===== src/rtl/transposer_job_ctrl_pkg.sv =====
// Shared types for the transposer job sequencer.
//   job_desc_t  : one queued job (precision, MVU base address, word count)
//   tjc_state_e : sequencer states
//   desc_legal(): descriptor range check applied at the input port
package transposer_job_ctrl_pkg;

  typedef struct packed {
    logic [31:0] prec;
    logic [31:0] baddr;
    logic [31:0] nwords;
  } job_desc_t;

  typedef enum logic [2:0] {
    S_IDLE,
    S_FILL,
    S_STREAM,
    S_DRAIN,
    S_DONE
  } tjc_state_e;

  // Legal when 1 <= prec <= max_prec and 1 <= nwords <= max_words.
  function automatic logic desc_legal(input logic [31:0] prec,
                                      input logic [31:0] nwords,
                                      input logic [31:0] max_prec,
                                      input logic [31:0] max_words);
    return (prec != 32'd0) && (prec <= max_prec) &&
           (nwords != 32'd0) && (nwords <= max_words);
  endfunction

endpackage


===== src/rtl/transposer_job_fifo.sv =====
// Descriptor queue: synchronous FIFO of job_desc_t.
//   clk, rst   : clock, async active-high reset (empties the queue)
//   push, din  : write one descriptor (ignored when full)
//   pop, dout  : dout is the head; pop removes it (ignored when empty)
//   full, empty, count : occupancy
module transposer_job_fifo
  import transposer_job_ctrl_pkg::*;
#(
  parameter int DEPTH = 4
) (
  input  logic                     clk,
  input  logic                     rst,
  input  logic                     push,
  input  job_desc_t                din,
  input  logic                     pop,
  output job_desc_t                dout,
  output logic                     full,
  output logic                     empty,
  output logic [$clog2(DEPTH):0]   count
);
  localparam int AW = $clog2(DEPTH);
  localparam int CW = AW + 1;

  job_desc_t       mem [DEPTH];
  logic [AW-1:0]   wp, rp;
  logic            do_push, do_pop;

  assign full    = (count == CW'(DEPTH));
  assign empty   = (count == '0);
  assign do_push = push && !full;
  assign do_pop  = pop && !empty;
  assign dout    = mem[rp];

  // Storage carries no reset; occupancy alone defines validity.
  always_ff @(posedge clk)
    if (do_push) mem[wp] <= din;

  always_ff @(posedge clk or posedge rst) begin
    if (rst) begin
      wp    <= '0;
      rp    <= '0;
      count <= '0;
    end else begin
      if (do_push) wp <= wp + AW'(1);
      if (do_pop)  rp <= rp + AW'(1);
      case ({do_push, do_pop})
        2'b10:   count <= count + CW'(1);
        2'b01:   count <= count - CW'(1);
        default: count <= count;
      endcase
    end
  end

endmodule


===== src/rtl/transposer_job_ctrl.sv =====
// Job sequencer in front of data_transposer. Buffers a whole job's words, then
// streams them as one gap-free burst with tp_start high, waits for tp_busy to
// clear and pulses job_done.
//   job_*        : descriptor input (valid/ready), job_err flags rejected ones
//   in_*         : word stream input (valid/ready), accepted only in FILL
//   tp_*         : transposer interface (prec/baddr/iword/start out, busy in)
//   job_done     : one-cycle pulse per completed job
//   jobs_pending : queued descriptors plus one for the active job
// Optional macro TRANSPOSER_JOB_CTRL_PERF_EN adds perf_fill_stall and
// perf_drain_cyc saturating counters.
module transposer_job_ctrl
  import transposer_job_ctrl_pkg::*;
#(
  parameter int XLEN          = 32,
  parameter int MVU_ADDR_LEN  = 15,
  parameter int MAX_DATA_PREC = 8,
  parameter int WBUF_DEPTH    = 64,
  parameter int JOBQ_DEPTH    = 4
) (
  input  logic                          clk,
  input  logic                          rst,
  input  logic                          job_valid,
  output logic                          job_ready,
  input  logic [31:0]                   job_prec,
  input  logic [31:0]                   job_baddr,
  input  logic [$clog2(WBUF_DEPTH):0]   job_nwords,
  input  logic                          in_valid,
  output logic                          in_ready,
  input  logic [XLEN-1:0]               in_word,
  output logic [31:0]                   tp_prec,
  output logic [31:0]                   tp_baddr,
  output logic [XLEN-1:0]               tp_iword,
  output logic                          tp_start,
  input  logic                          tp_busy,
  output logic                          job_done,
  output logic                          job_err,
`ifdef TRANSPOSER_JOB_CTRL_PERF_EN
  output logic [31:0]                   perf_fill_stall,
  output logic [31:0]                   perf_drain_cyc,
`endif
  output logic [$clog2(JOBQ_DEPTH):0]   jobs_pending
);
  localparam int AW = $clog2(WBUF_DEPTH);
  localparam int NW = AW + 1;
  localparam int QW = $clog2(JOBQ_DEPTH) + 1;

  tjc_state_e      state, nxt;
  job_desc_t       q_in, q_head;
  logic            q_full, q_empty, q_push, q_pop;
  logic [QW-1:0]   q_count;
  logic            legal, wr_en, last_rd;
  logic [NW-1:0]   cur_nw, cnt, rd;
  logic [1:0]      dwait;
  logic [XLEN-1:0] wbuf [WBUF_DEPTH];

  // baddr is forwarded at full port width; upper nwords bits are always zero
  // for legal descriptors.
  logic unused_bits;
  assign unused_bits = ^{q_head.nwords[31:NW], 1'(MVU_ADDR_LEN)};

  assign legal = desc_legal(job_prec, 32'(job_nwords),
                            32'(MAX_DATA_PREC), 32'(WBUF_DEPTH));
  // Ready reflects occupancy before any same-cycle pop.
  assign job_ready = !q_full && !rst;
  assign q_push    = job_valid && job_ready && legal;
  assign q_in      = '{prec: job_prec, baddr: job_baddr, nwords: 32'(job_nwords)};

  transposer_job_fifo #(.DEPTH(JOBQ_DEPTH)) u_jobq (
    .clk   (clk),
    .rst   (rst),
    .push  (q_push),
    .din   (q_in),
    .pop   (q_pop),
    .dout  (q_head),
    .full  (q_full),
    .empty (q_empty),
    .count (q_count)
  );

  assign wr_en        = in_valid && in_ready;
  assign last_rd      = (rd == cur_nw - NW'(1));
  assign tp_iword     = (state == S_STREAM) ? wbuf[rd[AW-1:0]] : '0;
  assign jobs_pending = q_count + QW'(state != S_IDLE);

  always_comb begin
    nxt      = state;
    q_pop    = 1'b0;
    in_ready = 1'b0;
    tp_start = 1'b0;
    job_done = 1'b0;
    case (state)
      S_IDLE: if (!q_empty) begin q_pop = 1'b1; nxt = S_FILL; end
      S_FILL: begin
        in_ready = (cnt < cur_nw);
        // Leave on the last accept so the burst starts the next cycle.
        if (wr_en && (cnt + NW'(1) == cur_nw)) nxt = S_STREAM;
      end
      S_STREAM: begin
        tp_start = 1'b1;
        if (last_rd) nxt = S_DRAIN;
      end
      // dwait reaches 2 two cycles after tp_start falls, masking busy lag.
      S_DRAIN: if (dwait == 2'd2 && !tp_busy) nxt = S_DONE;
      S_DONE: begin
        job_done = 1'b1;
        // Pop here so a queued job enters FILL right after DONE.
        if (!q_empty) begin q_pop = 1'b1; nxt = S_FILL; end
        else nxt = S_IDLE;
      end
      default: nxt = S_IDLE;
    endcase
  end

  always_ff @(posedge clk or posedge rst) begin
    if (rst) begin
      state    <= S_IDLE;
      tp_prec  <= '0;
      tp_baddr <= '0;
      cur_nw   <= '0;
      cnt      <= '0;
      rd       <= '0;
      dwait    <= '0;
      job_err  <= 1'b0;
    end else begin
      state   <= nxt;
      job_err <= job_valid && job_ready && !legal;
      if (q_pop) begin
        tp_prec  <= q_head.prec;
        tp_baddr <= q_head.baddr;
        cur_nw   <= q_head.nwords[NW-1:0];
        cnt      <= '0;
        rd       <= '0;
      end else begin
        if (wr_en)              cnt <= cnt + NW'(1);
        if (state == S_STREAM)  rd  <= rd + NW'(1);
      end
      if (state != S_DRAIN)     dwait <= '0;
      else if (dwait != 2'd2)   dwait <= dwait + 2'd1;
    end
  end

  always_ff @(posedge clk)
    if (wr_en) wbuf[cnt[AW-1:0]] <= in_word;

`ifdef TRANSPOSER_JOB_CTRL_PERF_EN
  always_ff @(posedge clk or posedge rst) begin
    if (rst) begin
      perf_fill_stall <= '0;
      perf_drain_cyc  <= '0;
    end else begin
      if (state == S_FILL && !in_valid && perf_fill_stall != '1)
        perf_fill_stall <= perf_fill_stall + 32'd1;
      if (state == S_DRAIN && perf_drain_cyc != '1)
        perf_drain_cyc <= perf_drain_cyc + 32'd1;
    end
  end
`endif

endmodule


===== config.mk =====
export PLATFORM = sky130hd
export DESIGN_NAME = transposer_job_ctrl
export DESIGN_NICKNAME = d
export VERILOG_FILES = /design/src/rtl/transposer_job_ctrl_pkg.sv /design/src/rtl/transposer_job_fifo.sv /design/src/rtl/transposer_job_ctrl.sv
export SDC_FILE = /design/constraint.sdc
export NUM_CORES = 2
export LEC_CHECK = 0
export CORE_UTILIZATION = 40
export CTS_CLUSTER_DIAMETER = 30
export DETAILED_ROUTE_END_ITERATION = 8
export PLACE_DENSITY_LB_ADDON = 0.15
export SLEW_MARGIN = 5
export SYNTH_ARGS = -nofsm -noshare
export SYNTH_HDL_FRONTEND = slang
export SYNTH_SLANG_ARGS = --single-unit
export TNS_END_PERCENT = 20

===== constraint.sdc =====
create_clock -name clk -period 6.2 [get_ports clk]
set_clock_uncertainty 0.1 [all_clocks]
set_input_delay 0.93 -clock clk [delete_from_list [all_inputs] [get_ports clk]]
set_output_delay 0.93 -clock clk [all_outputs]
set_load 0.01 [all_outputs]

==> reports/metrics.cfg <==
[power]
p_per_area_nw_per_um2 = 470
power_frac_clock_pct = 47.9
switching_share_pct = 25.1
vdd_drop_max_v = 0.000291
leakage_nw = 37.4
power.share.sequential_pct = 35.0
p_total_mw = 54.7
p_sw_mw = 13.7
power_frac_comb_pct = 17.1
p_int_mw = 40.9

[die]
die_h_um = 484
ioPinCount = 212
dieArea_um2 = 235000
die_w_um = 484
rows = 176
initial_core_util_pct = 40.4
core_area_um2 = 231000

[synth]
synth_edf_count = 2332
mappedNetlistArea_um2 = 93100
synth_top_cell_by_area = edfxtp_1
synth-async-reset-ratio_pct = 4.03
synth_top_area_share_pct = 75.2
synth_commonest_cells = edfxtp_1 (2332), mux4_2 (645), nand2_1 (248)
yosys_warnings = 0
synth_area_per_cell_um2 = 22.6
synth-seq-cells = 2430
synth_area_leaders = edfxtp_1 (75%), mux4_2 (16%), dfrtp_1 (2.6%)
yosysMostFrequentCell = edfxtp_1
syn_inst = 4114
ys_seq_area_share_pct = 77.9
ys_types = 52
ys.flop_type = edfxtp_1
syn_nets = 4241

[clock_tree]
hold_buffers = 0
cts_setup_buffers = 0
cts_resized = 0
cts_tree = built
clkTransAtPathRegs_ns = 0.05
clockRootBuffer = clkbuf_16
clockBufferDepth = 4
clock_latency_ns = 1.00
cts.sinks = 2430
cts_made_buffers = 497
cts.htree.levels = 5

[sta]
max_slew_margin_pct = 17.0
final_hold_viol_count = 0
slew_viol_final = 0
setup_violations = 0
period_share_pct = 96.7
hold_ws_ns = 0.370
setup_tns_ns = 0
period_minus_slack_ns = 6.00
max_freq_ghz = 0.167
worst_slew_pin_slew_ns = 1.24
rsz0062_at_grt = no
worst_slack_ns = 0.204

[finish]
syn2layout_area_growth_pct = 25.1
ff_latch_area_um2 = 72500
multi_input_area_um2 = 19900
drive_gt1_share_pct = 33.2
nFillCells = 18233
fin_nets = 4908

[worst_setup_path]
cp_max_fo = 31
crit_chain = nand3_1 > o221ai_1 > a21oi_1 > a21oi_1 > a22oi_1 > nand2_1 > clkdlybuf4s50_1
arrival_ns = 4.97
cp.required_ns = 5.17
max_stage_delay_ns = 0.86
crit_slowest_cell = nand3_1
endpoint_kind = primary output
cp_top_family = compound AO/OA/AOI/OAI gates
crit_type = reg -> out
startpoint_type = flop
worst-path-buf-inv = 1
cpMostUsedCell = a21oi_1

[route]
first_iter_violations = 4109
firstDrtPassIters = 5
wl_per_cell_um = 29.9
drc_errors = 0
wl_met3_um = 16300
routed-via-count = 45595
highest_layer = met5
wl_um = 246000
route.met2.wl_um = 120000
antenna_left = 0
met1_length_um = 105000
viasPerCell = 5.55

[job]
maxCapViolCount = 0

[placement]
place.gp.congestion = 0.751
dp_worst_setup_slack_ns = 1.08
io_buffers = 211
dpl.hpwl_um = 137000

[hold_path]
holdCritPathClass = reg -> reg

[grt]
grt_first_pass_wirelength_um = 352000
antenna_found_initial = 17
grt_overflow = 0
grtUsageTotal_pct = 21.0
grt_max_degree = 85
grt_pass1_vias = 48367

[status]
outcome = finished, final reports clean

-- path summary, 6_finish.rpt --
kind / from / to / slack (ns) / cells after the start
worst min-delay path: tp_baddr[12]$_DFFE_PP0P_ / tp_baddr[12]$_DFFE_PP0P_ / 0.37 / 2
worst max-delay path: rd[2]$_DFFE_PP0P_ / tp_iword[31] / 0.20 / 7
max in group asynchronous: rst / rd[0]$_DFFE_PP0P_ / 4.23 / 3
min in group asynchronous: rst / tp_baddr[4]$_DFFE_PP0P_ / 0.59 / 2
worst min register to register: tp_baddr[12]$_DFFE_PP0P_ / tp_baddr[12]$_DFFE_PP0P_ / 0.37 / 2
worst max register to register: cur_nw[6]$_DFFE_PP0P_ / wbuf[49][24]$_DFFE_PP_ / 1.68 / 9
-- flip-flops by register name (all words and copies together) (netlist names) --
signal and cells:
u_jobq.rp 2, u_jobq.wp 2, dwait 2, job_err 1, tp_baddr 32, u_jobq.count 3, u_jobq.mem 284, rd 7
tp_prec 32, cnt 7, state 3, wbuf 2048, cur_nw 7
-- power groups by stage --
stage	clock network (mW)	logic, mW	registers [mW]
after global placement	0	9.55	19.4
after CTS	26.6	9.60	19.2
final	26.2	9.35	19.1
after detailed placement	0	9.56	19.5
after floorplan	0	6.75	19.1
after global routing	27.3	10.0	19.2
-- worst min-delay path, cell delays in order, from the launching register on --
cell and delay (ns):
dfrtp_1 0.33, nand2_1 0.05, nand2_1 0.06
-- per-stage QoR --
step / util, % / area [um2] / instances
6_report: 50.5 / 116000 / 8222
3_5_place_dp: 43.3 / 99700 / 7308
2_1_floorplan: - / 93100 / 4114
5_1_grt: 50.5 / 116000 / 8217
3_3_place_gp: 43.3 / 99700 / 7308
4_1_cts: 50.5 / 116000 / 8215
-- layer usage --
| metal | global-route usage (%) | vias up |
|---|---|---|
| li1 | - | 18866 |
| met1 | 29.1 | 24857 |
| met2 | 33.5 | 1515 |
| met3 | 4.66 | 345 |
| met4 | 5.53 | 12 |
| met5 | 0 | - |
-- area by class of cell --
class	count	area share (%)
sequential	2430	62.3
multi-input combinational	1447	17.1
antenna	7	0.0150
clock buffer	561	11.0
tap	3026	3.25
inverter	21	0.0709
timing repair buffer	384	3.01
clock inverter	346	3.31
-- logic make-up (layout without fill, tap and decap cells) --
| group | after synthesis | after routing | synth area share, % |
|---|---|---|---|
| flip-flops | 2430 | 2430 | 77.9 |
| multiplexers | 748 | 748 | 16.7 |
| AND/OR/NAND/NOR | 453 | 453 | 2.12 |
| buffers and inverters | 237 | 1312 | 1.34 |
| AO/OA/AOI/OAI | 190 | 190 | 1.34 |
| XOR/XNOR | 37 | 37 | 0.348 |
| adder cells (fa/ha/maj) | 19 | 19 | 0.263 |
| other | 0 | 7 | 0 |
-- layout by cell type, fill, tap and decap left out, types with 20 or more instances in the layout --
| cell type | netlist | layout |
|---|---|---|
| a21oi_1 | 43 | 43 |
| a22oi_1 | 40 | 40 |
| buf_12 | 1 | 20 |
| buf_2 | 43 | 32 |
| buf_4 | 24 | 153 |
| bufinv_16 | 0 | 69 |
| clkbuf_1 | 86 | 54 |
| clkbuf_16 | 0 | 503 |
| clkdlybuf4s50_1 | 0 | 179 |
| clkinv_1 | 0 | 77 |
| clkinv_2 | 0 | 69 |
| clkinv_4 | 0 | 36 |
| clkinvlp_4 | 0 | 54 |
| dfrtp_1 | 98 | 91 |
| edfxtp_1 | 2332 | 2332 |
| inv_6 | 0 | 35 |
| mux2i_1 | 92 | 92 |
| mux4_2 | 645 | 645 |
| nand2_1 | 248 | 248 |
| nand3_1 | 20 | 20 |
| nor2_1 | 98 | 35 |
| nor2_4 | 0 | 61 |
| nor3_1 | 22 | 20 |
| o21ai_0 | 27 | 27 |
| o221ai_1 | 21 | 21 |
| xnor2_1 | 26 | 26 |
Power figures use the tool's default switching activity.
